## src/rtl/uart_tx_arbiter.sv

```systemverilog
// uart_tx_arbiter: round-robin arbiter sharing one UART transmitter byte
// channel between NUM_REQ byte sources. A grant is held for one packet and
// released on the BURST_MAX-th byte, on a stall of HOLD_CYCLES consecutive
// cycles, or (when UART_ARB_EOP_EN is defined) on an EOP_BYTE acceptance.
// A single output register feeds the transmitter and drains independently
// of the arbitration state.
module uart_tx_arbiter #(
  parameter int         NUM_REQ     = 2,
  parameter int         BURST_MAX   = 16,
  parameter int         HOLD_CYCLES = 1024,
  parameter logic [7:0] EOP_BYTE    = 8'h0A
) (
  input  logic                   clk,
  input  logic                   rst_n,
  input  logic [8*NUM_REQ-1:0]   req_data,
  input  logic [NUM_REQ-1:0]     req_valid,
  output logic [NUM_REQ-1:0]     req_ready,
  output logic [7:0]             tx_data,
  output logic                   tx_valid,
  input  logic                   tx_ready,
  output logic [NUM_REQ-1:0]     grant,
  output logic                   busy
);

  localparam int IDX_W = $clog2(NUM_REQ);
  localparam int BC_W  = $clog2(BURST_MAX + 1);
  localparam int HC_W  = $clog2(HOLD_CYCLES + 1);

  localparam logic [IDX_W-1:0] LAST_IDX  = IDX_W'(NUM_REQ - 1);
  localparam logic [BC_W-1:0]  BURST_LIM = BC_W'(BURST_MAX);
  localparam logic [HC_W-1:0]  HOLD_LIM  = HC_W'(HOLD_CYCLES);

`ifdef UART_ARB_EOP_EN
  localparam logic EOP_EN = 1'b1;
`else
  localparam logic EOP_EN = 1'b0;
`endif

  typedef enum logic {IDLE, GRANT} state_t;

  state_t             state_q, state_d;
  logic [NUM_REQ-1:0] grant_q, grant_d;
  logic [IDX_W-1:0]   last_q, last_d;      // current owner while in GRANT
  logic [BC_W-1:0]    byte_cnt_q, byte_cnt_d;
  logic [HC_W-1:0]    hold_cnt_q, hold_cnt_d;
  logic [7:0]         tx_data_q, tx_data_d;
  logic               tx_valid_q, tx_valid_d;

  logic [7:0]         req_byte [NUM_REQ];
  logic [IDX_W-1:0]   cand;
  logic [IDX_W-1:0]   pick_idx;
  logic               pick_found;
  logic               out_free;
  logic               accept;
  logic [7:0]         cur_byte;
  logic [BC_W-1:0]    byte_cnt_inc;
  logic [HC_W-1:0]    hold_cnt_inc;

  // Split the flat data bus into one byte per requester.
  generate
    for (genvar gi = 0; gi < NUM_REQ; gi++) begin : g_split
      assign req_byte[gi] = req_data[8*gi +: 8];
    end
  endgenerate

  // Round-robin search: first valid requester starting after the last owner.
  always_comb begin
    cand       = last_q;
    pick_idx   = last_q;
    pick_found = 1'b0;
    for (int k = 0; k < NUM_REQ; k++) begin
      cand = (cand == LAST_IDX) ? '0 : cand + 1'b1;
      if (!pick_found && req_valid[cand]) begin
        pick_found = 1'b1;
        pick_idx   = cand;
      end
    end
  end

  assign out_free     = ~tx_valid_q | tx_ready;
  assign cur_byte     = req_byte[last_q];
  assign accept       = (state_q == GRANT) && req_valid[last_q] && out_free;
  assign byte_cnt_inc = byte_cnt_q + 1'b1;
  assign hold_cnt_inc = hold_cnt_q + 1'b1;

  // Next-state, handshake and output-register update.
  always_comb begin
    state_d    = state_q;
    grant_d    = grant_q;
    last_d     = last_q;
    byte_cnt_d = byte_cnt_q;
    hold_cnt_d = hold_cnt_q;
    tx_data_d  = tx_data_q;
    tx_valid_d = tx_valid_q;
    req_ready  = '0;

    // Output register drains on its own; a new byte overrides the drain.
    if (tx_ready) begin
      tx_valid_d = 1'b0;
    end
    if (accept) begin
      tx_data_d  = cur_byte;
      tx_valid_d = 1'b1;
    end

    case (state_q)
      IDLE: begin
        if (pick_found) begin
          state_d    = GRANT;
          grant_d    = NUM_REQ'(1) << pick_idx;
          last_d     = pick_idx;
          byte_cnt_d = '0;
          hold_cnt_d = '0;
        end
      end
      GRANT: begin
        req_ready[last_q] = out_free;
        if (accept) begin
          byte_cnt_d = byte_cnt_inc;
          hold_cnt_d = '0;
          if ((byte_cnt_inc == BURST_LIM) || (EOP_EN && (cur_byte == EOP_BYTE))) begin
            state_d = IDLE;
            grant_d = '0;
          end
        end else if (!req_valid[last_q]) begin
          hold_cnt_d = hold_cnt_inc;
          if (hold_cnt_inc == HOLD_LIM) begin
            state_d = IDLE;
            grant_d = '0;
          end
        end
      end
      default: begin
        state_d = IDLE;
        grant_d = '0;
      end
    endcase
  end

  // State and datapath registers; requester 0 wins first after reset.
  always_ff @(posedge clk or negedge rst_n) begin
    if (!rst_n) begin
      state_q    <= IDLE;
      grant_q    <= '0;
      last_q     <= LAST_IDX;
      byte_cnt_q <= '0;
      hold_cnt_q <= '0;
      tx_data_q  <= '0;
      tx_valid_q <= 1'b0;
    end else begin
      state_q    <= state_d;
      grant_q    <= grant_d;
      last_q     <= last_d;
      byte_cnt_q <= byte_cnt_d;
      hold_cnt_q <= hold_cnt_d;
      tx_data_q  <= tx_data_d;
      tx_valid_q <= tx_valid_d;
    end
  end

  assign tx_data  = tx_data_q;
  assign tx_valid = tx_valid_q;
  assign grant    = grant_q;
  assign busy     = (state_q == GRANT);

endmodule

```

## config.mk

```make
export PLATFORM = sky130hd
export DESIGN_NAME = uart_tx_arbiter
export DESIGN_NICKNAME = d
export VERILOG_FILES = /design/src/rtl/uart_tx_arbiter.sv
export SDC_FILE = /design/constraint.sdc
export NUM_CORES = 1
export LEC_CHECK = 0
export BUFFER_PORTS_ARGS = -buffer_cell sky130_fd_sc_hd__buf_4
export CAP_MARGIN = 5
export CORE_ASPECT_RATIO = 0.8
export CORE_MARGIN = 2
export CORE_UTILIZATION = 57
export CTS_CLUSTER_DIAMETER = 120
export DETAILED_ROUTE_END_ITERATION = 16
export PLACE_DENSITY = 0.82
export SYNTH_ARGS = -nofsm -noshare
export SYNTH_HDL_FRONTEND = slang
export SYNTH_SLANG_ARGS = --single-unit
```

## constraint.sdc

```tcl
create_clock -name clk -period 5 [get_ports clk]
set_clock_uncertainty 0.2 [all_clocks]
set_input_delay 0.25 -clock clk [delete_from_list [all_inputs] [get_ports clk]]
set_output_delay 0.25 -clock clk [all_outputs]
set_load 0.02 [all_outputs]
```

==> out/metrics.yaml, run 1 <==
drcViolationCount: 0
dr.pass1.iters: 4
dp_hpwl_um: 2560
min_period_over_period_pct: 51.0
antenna_cells: 0
wl_met3_um: 270
globalplace.congestion: 0.927
end_kind: "flip-flop"
ys_warn_count: 0
crit_required_ps: 5000
clk_latency_ps: 330
syn-cell-area_um2: 1610
grt_pass1_wl_um: 6110
yosys-top-cells-area: "dfrtp_1 (44%), o21ai_0 (9.0%), nand2_1 (5.8%)"
setup-tns-final_ps: 0
cellPowerDensity_nw_per_um2: 517
cts-buffers-inserted: 5
synth_cells: 182
root_buffer: "clkbuf_4"
clock_path_buffers: 2
rows: 17
wirelength_um: 3600
die-area_um2: 3260
drt_iter0_markers: 120
post-route-min-period_ps: 2550
slew_headroom_pct: 48.6
boundaryPins: 35
finalSetupViolations: 0
criticalPathCategory: "reg -> reg"
syn-num-nets: 205
fin_ws_ps: 2450
outcome: "completed"
worstPathArrival_ps: 2550
final_common_cell: "buf_4"
fp.coreArea_um2: 2720
wl_met2_um: 1660
cts_tree: "yes"
die_w_um: 63.3
layout.nets: 239
syn_area_per_cell_um2: 8.82
fillers: 217
ir_worst_vdd_mv: 0.342
synth_top_area_share_pct: 43.6
wl_met1_um: 1620
mostFrequentLayoutCells: "buf_4 (34), o21ai_0 (29), dfrtp_1 (28)"
cts_sinks: 29
synth_seq_cells: 29
initial_core_util_pct: 59.0
slew_viol_final: 0
leakagePower_nw: 0.931
worstPathMaxFanout: 16
top_layer: "met4"
clkSlewWorstSetupHoldPaths_ps: 100
num_vias: 1456
antenna_left: 0
tightestPinTransition_ps: 769
grt_pass1_vias: 1329
grt_max_degree: 30
grt-ovfl-total: 0
antenna_found_initial: 0
fmax_mhz: 392
routedWlPerCell_um: 14.1
cts_resized: 0
hp-class: "in -> reg"
rsz0062_at_grt: "false"
drv_cap: 0
synth.distinct_cells: 36
hold_violations: 0
ctsHtreeMaxLevel: 2
io_buffers: 34
synth_top_cell_by_area: "dfrtp_1"
r2r_slack_ps: 2450
drt-vias-per-instance: 5.71
start_kind: "flip-flop"
grt_usage_pct: 24.7
areaGrowthSynthToFinish_pct: 22.3
drive_above_1_share_pct: 22.1
die_y_um: 51.5
ys_seq_area_share_pct: 45.3
preCtsSetupSlack_ps: 2180
-- per-stage QoR --
stage               hold slack, ps  cell area [um2]  total power [mW]  instances  utilization (%)
global placement             -10.5             1870             0.829        244             68.5
finish                        10.6             1960              1.02        255             72.1
floorplan                     -246             1610             0.688        182                -
global route                  26.9             1960              1.10        255             72.1
CTS                           11.0             1960              1.02        254             71.8
detailed placement           -6.03             1870             0.855        244             68.5
-- flip-flops by register name, summed over array words and instances, names as in the netlist --
signal and count:
hold_cnt_q 11, byte_cnt_q 5, tx_data 8, tx_valid 1
busy 1, grant 2, last_q 1
-- logic make-up after synthesis --
group                      share of synthesized area, %
DFF                                                45.3
xor gates and xnor gates                           2.18
AOI/OAI and AO/OA                                  20.7
adders and majority gates                          1.56
and+or+nand+nor                                    20.3
muxes                                              6.55
buffers and inverters                              3.35
-- final cells by class --
cell class	count	area [um2]	share of cell area (%)
inverters	3	11.3	0.574
multi-input cells	140	825	42.0
flip-flops and latches	29	727	37.0
clock buffers	7	65.1	3.31
repair buffers	37	283	14.4
clock inverters	1	5.00	0.255
well taps	38	47.5	2.42
-- worst max-delay path, stage by stage, from the launching register on --
cell	delay (ps)
dfstp_2	770
mux2i_2	450
o2111ai_1	160
or3_1	350
o311ai_2	350
o21ai_0	140
-- repair_timing --
item | in CTS | in global routing
setup buffers | 0 | 0
endpoints found under the hold margin | 30 | 0
hold buffers | 2 | 0
-- path summary, 6_finish.rpt --
kind,start,endpoint,cells after the start
min in group asynchronous,rst_n,busy,2
hold reg to reg,tx_data[5],tx_data[5],2
max in group asynchronous,rst_n,last_q,2
setup reg to reg,last_q,grant[1],5
hold / removal,req_data[4],tx_data[4],3
setup / recovery,last_q,grant[1],5
-- power breakdown --
| part | internal (mW) | switching (mW) |
|---|---|---|
| clock | 0.0814 | 0.0824 |
| combinational | 0.190 | 0.247 |
| sequential | 0.315 | 0.100 |
-- layer usage --
metal  GRT usage, %  vias up
met1           33.7      662
li1               -      730
met3           6.61        4
met5              0        -
met4           8.70        0
met2           38.2       60
-- synth_stat cells --
master and number:
o21ai_0 29, dfrtp_1 28, nand2_1 25, nand3_1 14
nor2_1 13, a21oi_1 8, mux2i_1 8, o31ai_1 6
and3_1 5, clkbuf_1 5, a31oi_1 4, buf_2 4
inv_1 3, xor2_1 3, and2_1 2, ha_1 2
nand2b_1 2, nor3_1 2, or3_1 2, a211oi_1 1
a22o_1 1, a22oi_1 1, a311oi_1 1, a32o_1 1
and4_4 1, and4b_1 1, buf_1 1, dfstp_2 1
mux2_2 1, mux2i_2 1, nor2b_1 1, nor3b_1 1
o2111ai_1 1, o311a_1 1, o311ai_2 1, xnor2_1 1
(Power assumes the default switching activity.)
==> run 2: changes to the inputs <==
ABC_AREA = 1   (was not set)
CORE_UTILIZATION = 53   (was 57)
PLACE_DENSITY = 0.77   (was 0.82)
clock period = 2.4 ns   (was 5 ns; I/O delays follow)
==> out/metrics.yaml, run 2 <==
min_period_over_period_pct: 96.0
swShare_pct: 41.8
clkPwrFrac_pct: 16.2
intPower_mw: 1.47
multiInputGateArea_um2: 741
synth_seq_cells: 29
slew_viol_final: 0
antenna_left: 0
tightestPinTransition_ps: 363
synth.distinct_cells: 25
end_kind: "flip-flop"
drt_iter0_markers: 94
rows: 17
setup-tns-final_ps: 0
start_kind: "flip-flop"
globalplace.congestion: 0.960
fillers: 184
areaGrowthSynthToFinish_pct: 38.9
syn-num-nets: 226
finalSetupViolations: 0
cts_sinks: 29
grt_pass1_vias: 1565
synth_top_area_share_pct: 44.7
slew_headroom_pct: 75.8
critical-path-top-delay-family: "buffers and inverters"
slowest_delay_ps: 590
cts_tree: "yes"
ys_dominant_reg_cell: "dfrtp_1"
cp_slowest_cell: "dfstp_2"
p_comb_share_pct: 52.3
ir_worst_vdd_mv: 0.767
dp.cells: 274
layout.nets: 287
die-area_um2: 3410
outcome: "completed"
ctsHtreeMaxLevel: 2
root_buffer: "clkbuf_8"
dr.pass1.iters: 4
dp_hpwl_um: 2860
clkSlewWorstSetupHoldPaths_ps: 60
path_buf_inv: 4
mostFrequentLayoutCells: "nand2_1 (63), buf_4 (39), dfrtp_1 (28)"
initial_core_util_pct: 56.2
num_vias: 1633
yosys-top-cells-area: "dfrtp_1 (45%), nand2_1 (15%), nor2_1 (6.5%)"
worstPathArrival_ps: 2270
die_y_um: 52.6
antenna_cells: 0
yosys-top-cells-count: "nand2_1 (63), dfrtp_1 (28), nor2_1 (27)"
crit_chain: "inv_1 -> nand2_2 -> nand2_4 -> nand2_4 -> clkinvlp_4 -> buf_8 -> nor2_2 -> a31oi_1 -> dlygate4sd3_1"
grt_pass1_wl_um: 7110
routedWlPerCell_um: 14.9
cellPowerDensity_nw_per_um2: 1160
largest_reg_flops: 11
hold_violations: 0
p_sw_mw: 1.06
syn_area_per_cell_um2: 7.72
hp-class: "in -> reg"
drive_above_1_share_pct: 23.0
ys_seq_area_share_pct: 46.4
fmax_mhz: 434
synth-async-reset-ratio_pct: 100
clk_latency_ps: 280
synth_top_cell_by_area: "dfrtp_1"
ff2ff_path_depth: 9
layout.cells.non_filler: 303
leakagePower_nw: 1.06
cts-buffers-inserted: 5
synth_cells: 203
grt_usage_pct: 28.6
finalCoreUtilization_pct: 78.1
drv_cap: 0
antenna_found_initial: 0
die_w_um: 64.8
syn-cell-area_um2: 1570
post-route-min-period_ps: 2300
seq_area_um2: 727
fp.coreArea_um2: 2790
clock_path_buffers: 2
grt_max_degree: 30
seqPwrFrac_pct: 31.5
yosysMostFrequentCell: "nand2_1"
ys_warn_count: 0
drcViolationCount: 0
io_buffers: 34
cpMostUsedCell: "nand2_4"
criticalPathCategory: "reg -> reg"
cp.depth: 9
wirelength_um: 4520
crit_required_ps: 2360
holdPathStages: 4
synth_edf_count: 0
power.total_mw: 2.53
boundaryPins: 35
worstPathMaxFanout: 16
regMostFlops: "hold_cnt_q"
grt-ovfl-total: 0
final_common_cell: "nand2_1"
drt-vias-per-instance: 5.39
run 2: changes by cell type after synthesis, sizes merged, moves of 6 or more:
cell   before  now
mux2i       9    0
nor2       13   28
inv         3   21
o31ai       6    0
o21ai      29   13
nand2      25   70
run 2: what timing repair did:
action | 4_1_cts | 5_1_grt
hold endpoints to repair | 38 | 0
resized for setup | 0 | 5
setup endpoints to repair | 0 | 8
hold buffers | 18 | 0
buffers inserted | 0 | 3
run 2: area by class of cell:
class / instances / share of cell area (%)
clock buffer: 8 / 4.14
inverter: 21 / 3.80
multi-input combinational: 149 / 34.0
sequential: 29 / 33.4
tap: 38 / 2.19
timing repair buffer: 58 / 22.4
run 2: power by group through the flow:
stage	clock (mW)	combinational (mW)	sequential, mW
after detailed placement	0	1.04	0.802
final	0.409	1.32	0.797
after CTS	0.420	1.20	0.796
after global placement	0	1.01	0.790
after floorplan	0	0.590	0.874
after global routing	0.438	1.44	0.809
run 2: layer usage:
layer | track usage [%] | wire [um]
met4 | 12.4 | 124
met2 | 46.0 | 2230
met5 | 0 | 0
met1 | 36.3 | 1900
met3 | 7.96 | 260
run 2: metrics by stage:
stage,hold WS [ps],area [um2],worst slack [ps]
finish,15.2,2180,95.4
global route,46.7,2180,-3.32
CTS,9.30,2140,25.3
detailed placement,-136,1870,437
global placement,-141,1870,454
floorplan,-376,1570,665
run 2: cell families after synthesis:
logic type	count (synthesis)	share of synthesized area [%]
flops	29	46.4
buf+inv	25	6.63
xor+xnor	3	1.68
simple gates	110	30.0
compound gates	34	13.7
fa+ha+maj	2	1.60
run 2: worst reg2reg max path: stages, from the launching register on:
cell	delay, ps
dfstp_2	590
inv_1	80
nand2_2	90
nand2_4	80
nand2_4	110
clkinvlp_4	130
buf_8	170
nor2_2	110
a31oi_1	70
dlygate4sd3_1	570
run 2: path summary, 6_finish.rpt:
check | to | slack (ps) | start
min | last_q | 20 | req_valid[0]
max in group asynchronous | last_q | 1590 | rst_n
max reg2reg | tx_data[0] | 100 | last_q
max | tx_data[0] | 100 | last_q
min in group asynchronous | hold_cnt_q[5] | 100 | rst_n
min reg2reg | grant[0] | 300 | grant[0]
==> run 3: changes to the inputs <==
CORE_ASPECT_RATIO = not set   (was 0.8)
CORE_UTILIZATION = 48   (was 53)
PLACE_DENSITY = 0.71   (was 0.77)
==> out/metrics.yaml, run 3 (synthesized netlist as in run 2, its figures left out) <==
post-route-min-period_ps: 2200
multiInputGateArea_um2: 736
fillers: 263
rsz0062_at_grt: "false"
placed_cell_area_um2: 1870
path_buf_inv: 4
cts_tree: "yes"
r2r_slack_ps: 200
end_kind: "flip-flop"
largest_reg_flops: 11
areaGrowthSynthToFinish_pct: 38.3
worstPathArrival_ps: 2230
ctsHtreeMaxLevel: 2
cts_sinks: 29
clock_path_buffers: 2
cp_slowest_cell: "dfstp_2"
grt_usage_pct: 23.4
fmax_mhz: 455
layout.nets: 287
setup-tns-final_ps: 0
dp_hpwl_um: 2550
outcome: "completed"
clk_latency_ps: 340
crit_path_start: "last_q"
drt_iter0_markers: 43
slowest_delay_ps: 590
drv_cap: 0
cts-buffers-inserted: 5
crit_chain: "inv_1 -> nand2_2 -> nand2_4 -> nand2_4 -> inv_1 -> buf_4 -> nor2_1 -> a31oi_1 -> dlygate4sd3_1"
antenna_cells: 0
clkSlewWorstSetupHoldPaths_ps: 100
antenna_found_initial: 0
antenna_left: 0
io_buffers: 34
worstPathMaxFanout: 19
finalSetupViolations: 0
grt-ovfl-total: 0
criticalPathCategory: "reg -> reg"
start_kind: "flip-flop"
grt_max_degree: 30
slew_headroom_pct: 76.0
wirelength_um: 3670
fp.coreArea_um2: 3080
crit_required_ps: 2430
seq_area_um2: 727
grt_pass1_wl_um: 6270
grt_pass1_vias: 1418
initial_core_util_pct: 50.9
hold_violations: 0
min_period_over_period_pct: 91.7
fin_area_um2: 2170
ff2ff_path_depth: 9
num_vias: 1503
boundaryPins: 35
cellPowerDensity_nw_per_um2: 1120
slew_viol_final: 0
r2r_end: "tx_data[4]"
die-area_um2: 3740
routedWlPerCell_um: 11.9
cts_resized: 0
tightestPinTransition_ps: 360
dr.pass1.iters: 4
ir_worst_vdd_mv: 0.645
leakagePower_nw: 1.06
drcViolationCount: 0
die_y_um: 61.1
die_w_um: 61.1
mostFrequentLayoutCells: "nand2_1 (63), buf_4 (38), dfrtp_1 (28)"
rows: 20
timing.rr.start: "last_q"
hp-class: "in -> async"
regMostFlops: "hold_cnt_q"
final_common_cell: "nand2_1"
drive_above_1_share_pct: 21.5
globalplace.congestion: 0.821
critical-path-top-delay-family: "buffers and inverters"
root_buffer: "clkbuf_4"
drt-vias-per-instance: 4.86
[run 3: changes by cell type in the layout (fill, tap and decap cells not counted), sizes merged]
cell / previous run / this run
buf: 40 / 38
clkinvlp: 1 / 0
bufinv: 0 / 1
clkbuf: 8 / 7
dlygate4sd3: 18 / 20
inv: 20 / 21
[run 3: area by class of cell]
cell class                      count  share of cell area [%]
Clock buffer                        7                    2.54
Clock inverter                      1                    1.39
Inverter                           21                    3.64
Multi-Input combinational cell    149                    33.9
Sequential cell                    29                    33.5
Tap cell                           44                    2.54
Timing Repair Buffer               58                    22.4
[run 3: report_power, final]
group	leakage, nW	switching, mW	internal [mW]	total [mW]
clock network	0.0455	0.178	0.249	0.427
logic	0.653	0.661	0.558	1.22
registers	0.366	0.126	0.654	0.780
[run 3: stage by stage]
stage	std cells	worst slack, ps	power, mW	hold slack [ps]	utilization, %
detailed placement	280	426	1.82	-134	60.9
global route	309	62.7	2.61	44.2	70.4
finish	309	200	2.43	20.7	70.4
CTS	308	74.9	2.41	36.6	70.2
global placement	280	424	1.82	-138	60.9
floorplan	203	665	1.46	-376	-
[run 3: worst max path at each step]
stage	depth (start not counted)	to	slack [ps]
after detailed placement	12	grant[1]	430
after global routing	9	tx_data[5]	60
after floorplan	13	grant[0]	660
final	9	tx_data[4]	200
after global placement	12	grant[1]	420
after CTS	9	tx_data[5]	70
[run 3: timing repair]
item / in CTS / in global routing
buffers inserted: 0 / 1
setup endpoints to repair: 0 / 8
hold buffers: 20 / 0
endpoints found under the hold margin: 39 / 0
[run 3: metal layers]
layer	global-route usage [%]	share of wire (%)
met1	30.7	47
met2	36.6	47
met3	6.93	5.0
met4	8.39	1.3
met5	0	0
[run 3: worst register-to-register path, delay by kind of cell, from the launching register on]
family	cells	cell delay (ps)
AOI/OAI and AO/OA	1	40
buffers and inverters	4	900
DFF	1	590
and+or+nand+nor	4	350
